[src/rtl/vdma_triple_buf_ctrl.sv]
// Triple-buffer frame-slot scheduler: rotates three DDR frame slots between the
// VDMA write and read ports so the reader always gets the newest completed frame.
module vdma_triple_buf_ctrl #(
    parameter int          ASIZE      = 29,
    parameter int unsigned BASE_ADDR  = 32'd0,
    parameter int unsigned FRAME_STEP = 32'd2211840,
    parameter int          CNT_W      = 16
) (
    input  logic             axi_aclk,
    input  logic             axi_resetn,
    input  logic             enable,
    input  logic             wr_frame_done,
    input  logic             rd_frame_start,
    output logic [ASIZE-1:0] wr_baseaddr,
    output logic [ASIZE-1:0] rd_baseaddr,
    output logic [1:0]       wr_idx,
    output logic [1:0]       rd_idx,
    output logic             frame_avail,
    output logic             rd_new_pulse,
    output logic             rd_repeat_pulse,
    output logic [CNT_W-1:0] drop_cnt,
    output logic [CNT_W-1:0] repeat_cnt
);

    localparam logic [ASIZE-1:0] BASE_A = ASIZE'(BASE_ADDR);
    localparam logic [ASIZE-1:0] STEP_A = ASIZE'(FRAME_STEP);
    localparam logic [CNT_W-1:0] CNT_MAX = {CNT_W{1'b1}};

    // Slot base address, wrapping modulo 2^ASIZE.
    function automatic logic [ASIZE-1:0] slot_addr(input logic [1:0] idx);
        slot_addr = BASE_A + STEP_A * {{(ASIZE-2){1'b0}}, idx};
    endfunction

    logic [1:0]       w_r, r_r;
    logic             v_r;
    logic             new_r, rep_r;
    logic [CNT_W-1:0] drop_r, repc_r;

    logic [1:0]       l_s, w_n_s, r_n_s;
    logic             v_n_s, new_n_s, rep_n_s;
    logic             drop_inc_s, rep_inc_s;
    logic [CNT_W-1:0] drop_n_s, repc_n_s;

    // W, R and L are distinct members of {0,1,2}, so the third slot is 3-W-R.
    assign l_s = 2'd3 - w_r - r_r;

    // Next-state decode for the slot rotation, flag and event pulses.
    always_comb begin
        w_n_s      = w_r;
        r_n_s      = r_r;
        v_n_s      = v_r;
        new_n_s    = 1'b0;
        rep_n_s    = 1'b0;
        drop_inc_s = 1'b0;
        rep_inc_s  = 1'b0;
        if (enable) begin
            case ({wr_frame_done, rd_frame_start})
                2'b10: begin
                    w_n_s      = l_s;
                    v_n_s      = 1'b1;
                    drop_inc_s = v_r;
                end
                2'b01: begin
                    if (v_r) begin
                        r_n_s   = l_s;
                        v_n_s   = 1'b0;
                        new_n_s = 1'b1;
                    end else begin
                        rep_n_s   = 1'b1;
                        rep_inc_s = 1'b1;
                    end
                end
                // Write applied first, then the read takes the just-finished slot.
                2'b11: begin
                    r_n_s      = w_r;
                    w_n_s      = l_s;
                    v_n_s      = 1'b0;
                    new_n_s    = 1'b1;
                    drop_inc_s = v_r;
                end
                default: begin
                    w_n_s = w_r;
                    r_n_s = r_r;
                    v_n_s = v_r;
                end
            endcase
        end else begin
            w_n_s = w_r;
            r_n_s = r_r;
            v_n_s = v_r;
        end
    end

    // Saturating counter increments.
    always_comb begin
        drop_n_s = drop_r;
        repc_n_s = repc_r;
        if (drop_inc_s && (drop_r != CNT_MAX)) begin
            drop_n_s = drop_r + CNT_W'(1);
        end else begin
            drop_n_s = drop_r;
        end
        if (rep_inc_s && (repc_r != CNT_MAX)) begin
            repc_n_s = repc_r + CNT_W'(1);
        end else begin
            repc_n_s = repc_r;
        end
    end

    // Slot state, flag, pulses and counters.
    always_ff @(posedge axi_aclk or negedge axi_resetn) begin
        if (!axi_resetn) begin
            w_r    <= 2'd0;
            r_r    <= 2'd1;
            v_r    <= 1'b0;
            new_r  <= 1'b0;
            rep_r  <= 1'b0;
            drop_r <= {CNT_W{1'b0}};
            repc_r <= {CNT_W{1'b0}};
        end else begin
            w_r    <= w_n_s;
            r_r    <= r_n_s;
            v_r    <= v_n_s;
            new_r  <= new_n_s;
            rep_r  <= rep_n_s;
            drop_r <= drop_n_s;
            repc_r <= repc_n_s;
        end
    end

    // Base addresses trail the slot indices by one cycle through the multiply-add.
    always_ff @(posedge axi_aclk or negedge axi_resetn) begin
        if (!axi_resetn) begin
            wr_baseaddr <= slot_addr(2'd0);
            rd_baseaddr <= slot_addr(2'd1);
        end else begin
            wr_baseaddr <= slot_addr(w_r);
            rd_baseaddr <= slot_addr(r_r);
        end
    end

    assign wr_idx          = w_r;
    assign rd_idx          = r_r;
    assign frame_avail     = v_r;
    assign rd_new_pulse    = new_r;
    assign rd_repeat_pulse = rep_r;
    assign drop_cnt        = drop_r;
    assign repeat_cnt      = repc_r;

endmodule
[config.mk]
export PLATFORM = sky130hd
export DESIGN_NAME = vdma_triple_buf_ctrl
export DESIGN_NICKNAME = d
export VERILOG_FILES = /design/src/rtl/vdma_triple_buf_ctrl.sv
export SDC_FILE = /design/constraint.sdc
export NUM_CORES = 1
export LEC_CHECK = 0
export ABC_AREA = 1
export CORE_ASPECT_RATIO = 1.75
export CORE_MARGIN = 5
export CORE_UTILIZATION = 46
export CTS_BUF_LIST = sky130_fd_sc_hd__clkbuf_16
export CTS_CLUSTER_SIZE = 12
export DETAILED_ROUTE_END_ITERATION = 8
export GPL_TIMING_DRIVEN = 0
export PLACE_DENSITY = 0.81
export SLEW_MARGIN = 20
export SYNTH_ARGS = -nofsm -noshare
export SYNTH_HDL_FRONTEND = slang
export SYNTH_SLANG_ARGS = --single-unit
[constraint.sdc]
create_clock -name axi_aclk -period 1.7 [get_ports axi_aclk]
set_input_delay 0.425 -clock axi_aclk [delete_from_list [all_inputs] [get_ports axi_aclk]]
set_output_delay 0.425 -clock axi_aclk [all_outputs]
set_load 0.005 [all_outputs]
==> summary.md <==
| Metric | Value |
|---|---|
| Status | finished clean |
| Total Wirelength | 7510 um |
| GRT overflow | 0 |
| Cells after synthesis | 395 |
| Max-cap violations | 0 |
| Critical path startpoint | repeat_cnt[7] |
| Non-Filler Instances | 613 |
| Setup TNS | 0 ns |
| Clock tree sinks | 51 |
| Crit path cell chain | clkdlybuf4s50_1 |
| Actual slew at the worst max-slew pin | 0.648 ns |
| Root buffer cell | clkbuf_16 |
| Area of the mapped netlist | 3070 um2 |
| Cell-internal power | 0.00312 W |
| Placed insts | 577 |
| CP Class | register to primary output |
| Worst-path clk slew | 0.08 ns |
| DP HPWL | 5300 um |
| CORE AREA | 6540 um2 |
| Gpl congestion | 0.883 |
| # setup viols final | 0 |
| P_sw | 0.00146 W |
| Crit path time final | 1.69 ns |
| Combinational power share | 37.3% |
| Die area | 8480 um2 |
| # nets final | 544 |
| Initial antenna violation count | 0 |
| Vias in the first global route | 2735 |
| WP depth | 1 |
| Largest net degree at the start of global routing | 52 |
| PD cells | 1060 nW/um2 |
| CTS Buf Count | 5 |
| Rows | 39 |
| Synth cell types | 28 |
| Warnings, synthesis | 0 |
| Buf/Inv on CP | 1 |
| Clock skew | 0.00874 ns |
| Buffers on Ports | 57 |
| Global-route usage over all layers | 17.7% |
| Drt first pass iters | 4 |
| CP required | 1.27 ns |
| Max frequency | 0.593 GHz |
| Ports | 102 |
| CP top delay family | buffers and inverters |
| Critical Path Source Type | register |
| Largest buffer count on any clock path | 2 |
| Layout cells sized above 1 | 25.2% |
| Vias per cell | 4.62 |
| Syn_area_per_cell | 7.78 um2 |
| Post-synthesis sequential area ratio | 41.7% |
| Reg power frac | 40.2% |
| First-pass GRT wire length | 12100 um |
| Clock share of power | 22.5% |
| DIE WIDTH | 71.8 um |
| FF-to-FF Start | drop_cnt[0] |
| Worst Path Max Fanout | 5 |
| H-Tree Depth | 2 |
| Die Height | 118 um |
| Reg2reg path depth | 9 |
| Leak | 2.22 nW |
| WL per Instance | 12.2 um |
| Final hold viol count | 0 |
| R2R Setup Slk | 0.10 ns |
| CP arrival | 1.26 ns |
| Yosys reg bits | 51 |
| Slowest-stage cell, CP | clkdlybuf4s50_1 |
| CTS tree | built |
| Period utilization | 99.3% |
| Area grow syn2layout | 40.7% |
| DRC viols | 0 |
| Max VDD drop | 0.951 mV |
| Initial DRC count | 151 |
| CP endpoint kind | primary output |
| Routed via count | 2832 |
| Hold Crit Class | input pin to asynchronous set/reset pin |
| Commonest non-fill, non-tap cell in the layout | nand2_1 |
| ANT cells | 0 |
| DRT antenna net count | 0 |
| Fin. max-slew vios | 0 |
| Relative slew slack | 56.8% |
| Switching part of the total power | 31.8% |
| Starting density of the core | 47.0% |
| Insertion delay to the later sink of the worst-skew pair | 0.30 ns |
| Worst Setup EP | repeat_cnt[7] |
| RR Endpoint | drop_cnt[7] |
| Commonest non-fill, non-tap cells in the layout | nand2_1 (136), buf_4 (75), conb_1 (44) |
| Max incr delay on CP | 0.53 ns |
logic make-up after synthesis:
family / Yosys count / synth area share, %
AO/OA/AOI/OAI: 21 / 4.07
XOR/XNOR: 11 / 3.13
adder cells (fa/ha/maj): 9 / 3.66
buffers and inverters: 86 / 16.6
flip-flops: 51 / 41.7
other: 1 / 0.122
AND/OR/NAND/NOR: 216 / 30.7
synth_stat cells:
cell type	instances	area, um2
and2_1	1	6.26
buf_6	2	22.5
nand4_1	9	56.3
inv_2	4	15.0
o21ai_0	11	55.1
nor2_4	4	45.0
nand2_2	7	43.8
o21ai_1	2	10.0
o21ai_2	4	35.0
nand2_4	1	11.3
nand2_1	136	510
nor3b_1	2	15.0
nor2_2	5	31.3
a21oi_1	1	5.00
nand3_1	17	85.1
dfrtp_1	47	1180
inv_1	34	128
nor3_1	1	5.00
xor2_1	4	35.0
buf_4	46	345
a21o_1	1	7.51
nor2_1	30	113
a31oi_1	2	12.5
conb_1	1	3.75
xnor2_1	7	61.3
ha_1	9	113
dfstp_2	4	105
nand3b_1	3	22.5
worst min path at each step:
stage	from	endpoint	slack, ns	cells after the start
finish	axi_resetn	drop_cnt[7]	0.15	1
global route	axi_resetn	drop_cnt[3]	0.22	1
CTS	axi_resetn	drop_cnt[6]	0.19	1
detailed placement	rd_idx[0]	rd_baseaddr[21]	0.40	0
global placement	rd_idx[0]	rd_baseaddr[21]	0.39	0
floorplan	axi_resetn	drop_cnt[0]	0.13	0
what timing repair did:
action	4_1_cts	5_1_grt
gates cloned	0	0
hold buffers	0	0
buffers inserted	8	20
resized for setup	18	18
setup endpoints to repair	32	40
routing by layer:
layer / global-route usage [%] / part of all wire (%)
met5: 0 / 0
met4: 8.47 / 3.4
met3: 3.23 / 5.1
met2: 33.5 / 55
met1: 17.9 / 36
cell type report:
cell class / instances / area [um2]
fill: 552 / 2210
clock buffer: 5 / 125
buffer: 48 / 368
sequential: 51 / 1300
inverter: 38 / 145
tap: 82 / 103
clock inverter: 3 / 23.8
multi-input combinational: 301 / 1470
timing repair buffer: 85 / 788
sequential cells by signal, summed over array words and instances (netlist names):
| name | flops |
|---|---|
| rd_repeat_pulse | 1 |
| repeat_cnt | 16 |
| rd_baseaddr | 6 |
| wr_baseaddr | 6 |
| wr_idx | 2 |
| rd_new_pulse | 1 |
| rd_idx | 2 |
| drop_cnt | 16 |
| frame_avail | 1 |
through the flow:
| stage | instance area, um2 | setup slack (ns) | utilization (%) | total power (W) | hold slack (ns) |
|---|---|---|---|---|---|
| floorplan | 3240 | 0.198 | - | 0.00247 | 0.129 |
| global placement | 3910 | -1.33 | 59.8 | 0.00331 | 0.392 |
| detailed placement | 3910 | -0.228 | 59.7 | 0.00337 | 0.398 |
| CTS | 4130 | 0.000505 | 63.1 | 0.00443 | 0.187 |
| global route | 4320 | -0.0154 | 66.1 | 0.00488 | 0.217 |
| finish | 4320 | 0.0122 | 66.1 | 0.00458 | 0.154 |
power groups by stage:
| stage | logic, W | clock network [W] | registers, W |
|---|---|---|---|
| 3_3_place_gp | 0.00143 | 0 | 0.00188 |
| 4_1_cts | 0.00153 | 0.00105 | 0.00186 |
| 6_report | 0.00171 | 0.00103 | 0.00184 |
| 5_1_grt | 0.00189 | 0.00110 | 0.00189 |
| 3_5_place_dp | 0.00148 | 0 | 0.00189 |
| 2_1_floorplan | 0.000610 | 0 | 0.00186 |
(Power assumes the default switching activity.)
==> variant 1, RTL diff (config.mk and constraints unchanged) <==
Set the parameter `FRAME_STEP` to 32'd1658880 (it was 32'd2211840).
--- a/src/rtl/vdma_triple_buf_ctrl.sv
+++ b/src/rtl/vdma_triple_buf_ctrl.sv
@@ -5,3 +5,3 @@
     parameter int unsigned BASE_ADDR  = 32'd0,
-    parameter int unsigned FRAME_STEP = 32'd2211840,
+    parameter int unsigned FRAME_STEP = 32'd1658880,
     parameter int          CNT_W      = 16
Behaviour: not the same (a bounded check fails within 4 cycles, from zero or initial values and one cycle with axi_resetn low).
==> variant 1 against the unedited design <==
  * Sequential cell count down 2
  * Synthesized cell count down 0.76%
  * Worst setup slack better by 0.021 ns
  * Wire length down 4.6%
  * Maximum frequency up 1.2%
  * Die area down 2.7%
  * Area after synthesis down 3.1%
  * Design area down 1.2%
  * Power down 5.3%
  * Critical path type unchanged
  * Largest cell class unchanged
  * Highest routed layer unchanged
==> variant 1: results (changes against the unedited design) <==
### Synth
- cell types with the largest area share after synthesis: sky130_fd_sc_hd__dfrtp_1 (39%), sky130_fd_sc_hd__nand2_1 (17%), sky130_fd_sc_hd__buf_4 (12%), was sky130_fd_sc_hd__dfrtp_1 (38%), sky130_fd_sc_hd__nand2_1 (17%), sky130_fd_sc_hd__buf_4 (11%)
- Post-Synth Adder-Cell Area: 2.94%, was 3.66%
- Cells after Synth: 392, was 395
- parity-gate share of the synthesized area counting xor and xnor cells: 3.23%, was 3.13%
- Post-synth top cells: sky130_fd_sc_hd__nand2_1 (136), sky130_fd_sc_hd__buf_4 (48), sky130_fd_sc_hd__dfrtp_1 (46), was sky130_fd_sc_hd__nand2_1 (136), sky130_fd_sc_hd__dfrtp_1 (47), sky130_fd_sc_hd__buf_4 (46)
- synthesized-area fraction occupied by ao, oa, aoi and oai cells: 2.52%, was 4.07%

### Placed design
- setup slack at placement: -0.303 ns, was -0.228 ns
- dpl cells: 573, was 577
- placement-stage cell area: 3860 sq um, was 3910 sq um
- final estimated routing congestion in global placement: 0.885, was 0.883

### Route
- wire length per cell after detailed routing: 11.8 microns, was 12.2 microns
- first-iteration detailed-routing DRC count: 194, was 151
- met1 layer wirelength in the final routing: 2.47 mm, was 2.70 mm
- met2 wirelength from detailed routing: 3.92 mm, was 4.16 mm

### Worst setup path
- Arr. time, crit path: 1.24 ns, was 1.26 ns
- first element of the critical path: drop_cnt[9], was repeat_cnt[7]
- maximum fanout count along the critical path: 6, was 5

### Global route
- M3 GR Usage: 4.31%, was 3.23%
- total track usage: 17.2%, was 17.7%
- met2 GRT Util: 33.0%, was 33.5%

### Power and ir drop
- worst supply voltage drop on vdd: 979 uV, was 951 uV

### Run status
- result of the run: finished, final reports clean, unchanged

### Finish
- fraction of final layout cells sized beyond drive strength 1: 24.0%, was 25.2%
- post-route design area: 4270 sq um, was 4320 sq um

### Timing
- setup clock skew after layout: 0.00407 ns, was 0.00874 ns
- worst max-slew margin expressed relative to the limit: 66.6%, was 56.8%

### Clock network
- cells resized by post-CTS repair: 22, was 18
- Post-CTS Setup Inserts: 9, was 8

==> variant 1: changes by cell type in the layout (fill, tap and decap cells not counted), moves of 3 or more <==
cell,unedited run,this run
sky130_fd_sc_hd__inv_1,34,37
sky130_fd_sc_hd__nand2_2,7,3
sky130_fd_sc_hd__nand3b_1,3,6
sky130_fd_sc_hd__conb_1,44,38
sky130_fd_sc_hd__nand3_1,16,23
sky130_fd_sc_hd__o21ai_2,4,0
sky130_fd_sc_hd__clkdlybuf4s50_1,43,47
sky130_fd_sc_hd__dlygate4sd2_1,6,9
==> variant 1: area by class of cell <==
| type | count | share of cell area, % |
|---|---|---|
| flip-flops and latches | 49 | 29.3 |
| clock buffers | 5 | 2.93 |
| multi-input cells | 290 | 32.1 |
| plain buffers | 50 | 9.05 |
| inverters | 40 | 3.51 |
| well taps | 80 | 2.34 |
| repair buffers | 92 | 20.1 |
| clock inverters | 3 | 0.673 |
==> variant 1: path summary, 6_finish.rpt <==
kind / to / slack [ns] / cells after the start
worst min register to register: rd_baseaddr[17] / 0.46 / 0
worst max register to register: repeat_cnt[14] / 0.11 / 10
worst max-delay path: drop_cnt[9] / 0.03 / 1
min in group axi_aclk: rd_baseaddr[17] / 0.46 / 0
max in group asynchronous: rd_baseaddr[19] / 1.01 / 2
worst min-delay path: repeat_cnt[11] / 0.09 / 1
==> variant 1: power by group through the flow <==
| stage | Sequential [mW] | Combinational [mW] | Clock (mW) |
|---|---|---|---|
| 5_1_grt | 1.71 | 1.80 | 1.11 |
| 3_5_place_dp | 1.71 | 1.50 | 0 |
| 2_1_floorplan | 1.70 | 0.619 | 0 |
| 4_1_cts | 1.69 | 1.48 | 1.07 |
| 6_report | 1.67 | 1.62 | 1.04 |
| 3_3_place_gp | 1.70 | 1.45 | 0 |
==> variant 2, RTL diff (same flow settings) <==
Without the edit above. Register the output `drop_cnt` once more, with the module's reset; this adds one clock of latency there. The other outputs are not delayed to match.
--- a/src/rtl/vdma_triple_buf_ctrl.sv
+++ b/src/rtl/vdma_triple_buf_ctrl.sv
@@ -146,3 +146,9 @@
     assign rd_repeat_pulse = rep_r;
-    assign drop_cnt        = drop_r;
+    always_ff @(posedge axi_aclk or negedge axi_resetn) begin
+        if (!axi_resetn) begin
+            drop_cnt <= '0;
+        end else begin
+            drop_cnt <= drop_r;
+        end
+    end
     assign repeat_cnt      = repc_r;
Function: changed (a bounded check fails within 4 cycles, from zero or initial values and one cycle with axi_resetn low).
==> variant 2 against the unedited design <==
  * Design area is 12% higher
  * Critical path depth stayed put
  * Largest cell class is now flip-flops and latches
  * Area after synthesis is 13% higher
  * First-iteration DRC count is 30% higher
  * Wire length is 9.3% higher
  * Sequential share of layout area is 4.9 points higher
  * Power is 31% higher
  * Cell count is 3.6% higher
  * Sequential cell count is 16 higher
  * Worst setup slack better by 0.024 ns
==> variant 2: results (changes against the unedited design) <==
### Run status
- result of the run: finished, final reports clean, unchanged

### Global route
- met2 GRT Util: 32.2%, was 33.5%
- largest net degree at the start of global routing: 48, was 52
- via count of the first global-routing pass: 3092, was 2735
- met1 capacity usage during global routing: 19.9%, was 17.9%
- total track usage: 18.5%, was 17.7%
- global-route wire length before repair: 13.6 mm, was 12.1 mm
- M3 GR Usage: 4.93%, was 3.23%

### Finish
- fraction of final layout cells sized beyond drive strength 1: 23.6%, was 25.2%
- Fill cells: 590, was 552
- Final #Nets: 556, was 544

### Power and ir drop
- worst supply voltage drop on vdd: 677 uV, was 951 uV
- Leakage Power: 2.47 nW, was 2.22 nW
- ratio of total power to cell area: 1230 nW/um^2, was 1060 nW/um^2

### Worst setup path
- Arr. time, crit path: 1.24 ns, was 1.26 ns
- r2r worst-path depth: 10, was 9
- critical path's largest stage delay: 0.51 ns, was 0.53 ns
- Reg-to-Reg Start: repeat_cnt[0], was drop_cnt[0]

### Placed design
- placement-stage cell area: 4330 sq um, was 3910 sq um
- setup slack at placement: -0.230 ns, was -0.228 ns
- total half-perimeter wirelength after legalization and detailed placement: 5.78 mm, was 5.30 mm

### Route
- via total after detailed routing: 3046, was 2832
- first-iteration detailed-routing DRC count: 197, was 151
- 1st-pass router iterations: 5, was 4

### Timing
- setup clock skew after layout: 0.00640 ns, was 0.00874 ns

### Clock network
- insertion delay to the later sink of the worst-skew pair: 0.33 ns, was 0.30 ns
- Clock transition at path regs: 0.05 ns, was 0.08 ns
- clock buffers created by TritonCTS: 9, was 5
- H-tree Lvls: 3, was 2

### Synth
- Post-synth top cells: sky130_fd_sc_hd__nand2_1 (124), sky130_fd_sc_hd__dfrtp_1 (63), sky130_fd_sc_hd__buf_4 (46), was sky130_fd_sc_hd__nand2_1 (136), sky130_fd_sc_hd__dfrtp_1 (47), sky130_fd_sc_hd__buf_4 (46)
- Seq/Total Area, Yosys: 48.6%, was 41.7%

### Worst hold path
- class of the tightest hold or removal check: reg2reg, was in2async

variant 2: layout make-up:
cell class,count,share of cell area [%]
buffer,49,7.74
clock buffer,9,4.64
clock inverter,7,1.73
inverter,43,3.33
multi-input combinational,290,29.3
sequential,67,35.0
tap,88,2.27
timing repair buffer,82,16.0
variant 2: through the flow:
| stage | TNS, ns | instances |
|---|---|---|
| floorplan | 0 | 449 |
| global placement | -127.35 | 594 |
| detailed placement | -5.01 | 595 |
| CTS | 0 | 625 |
| global route | -0.0165 | 635 |
| finish | 0 | 635 |
variant 2: how the worst max path moves through the flow:
stage	startpoint	endpoint	slack (ns)	cells past startpoint
final	rd_idx[1]	rd_idx[1]	0.04	1
after floorplan	drop_r[0]	drop_r[13]	0.29	9
after CTS	repeat_cnt[2]	repeat_cnt[2]	0.00003	1
after global routing	repeat_cnt[0]	repeat_cnt[5]	-0.009	10
after detailed placement	rd_frame_start	repeat_cnt[9]	-0.23	8
after global placement	axi_resetn	repeat_cnt[4]	-1.89	1
variant 2: repair_timing:
action,4_1_cts,5_1_grt
pin swaps,0,1
gates resized for setup,18,8
buffers inserted,13,10
setup endpoints to repair,22,29
hold endpoints to repair,18,0
hold buffers,1,0
variant 2: report_power, final:
group	total, mW	switching [mW]	internal (mW)
Clock	1.93	0.664	1.26
Combinational	1.75	0.745	1.00
Sequential	2.30	0.267	2.03
variant 2: kinds of logic after synthesis:
logic type	after synthesis	synth area share, %
AND/OR/NAND/NOR	203	25.7
buffers and inverters	92	15.4
flip-flops	67	48.6
AO/OA/AOI/OAI	22	3.87
XOR/XNOR	12	3.04
adder cells (fa/ha/maj)	9	3.25
other	1	0.108
variant 2: metal layers:
metal	wire (microns)	up-vias
met5	0	-
met4	280	0
met3	610	30
met2	4400	138
met1	2910	1417
li1	-	1461
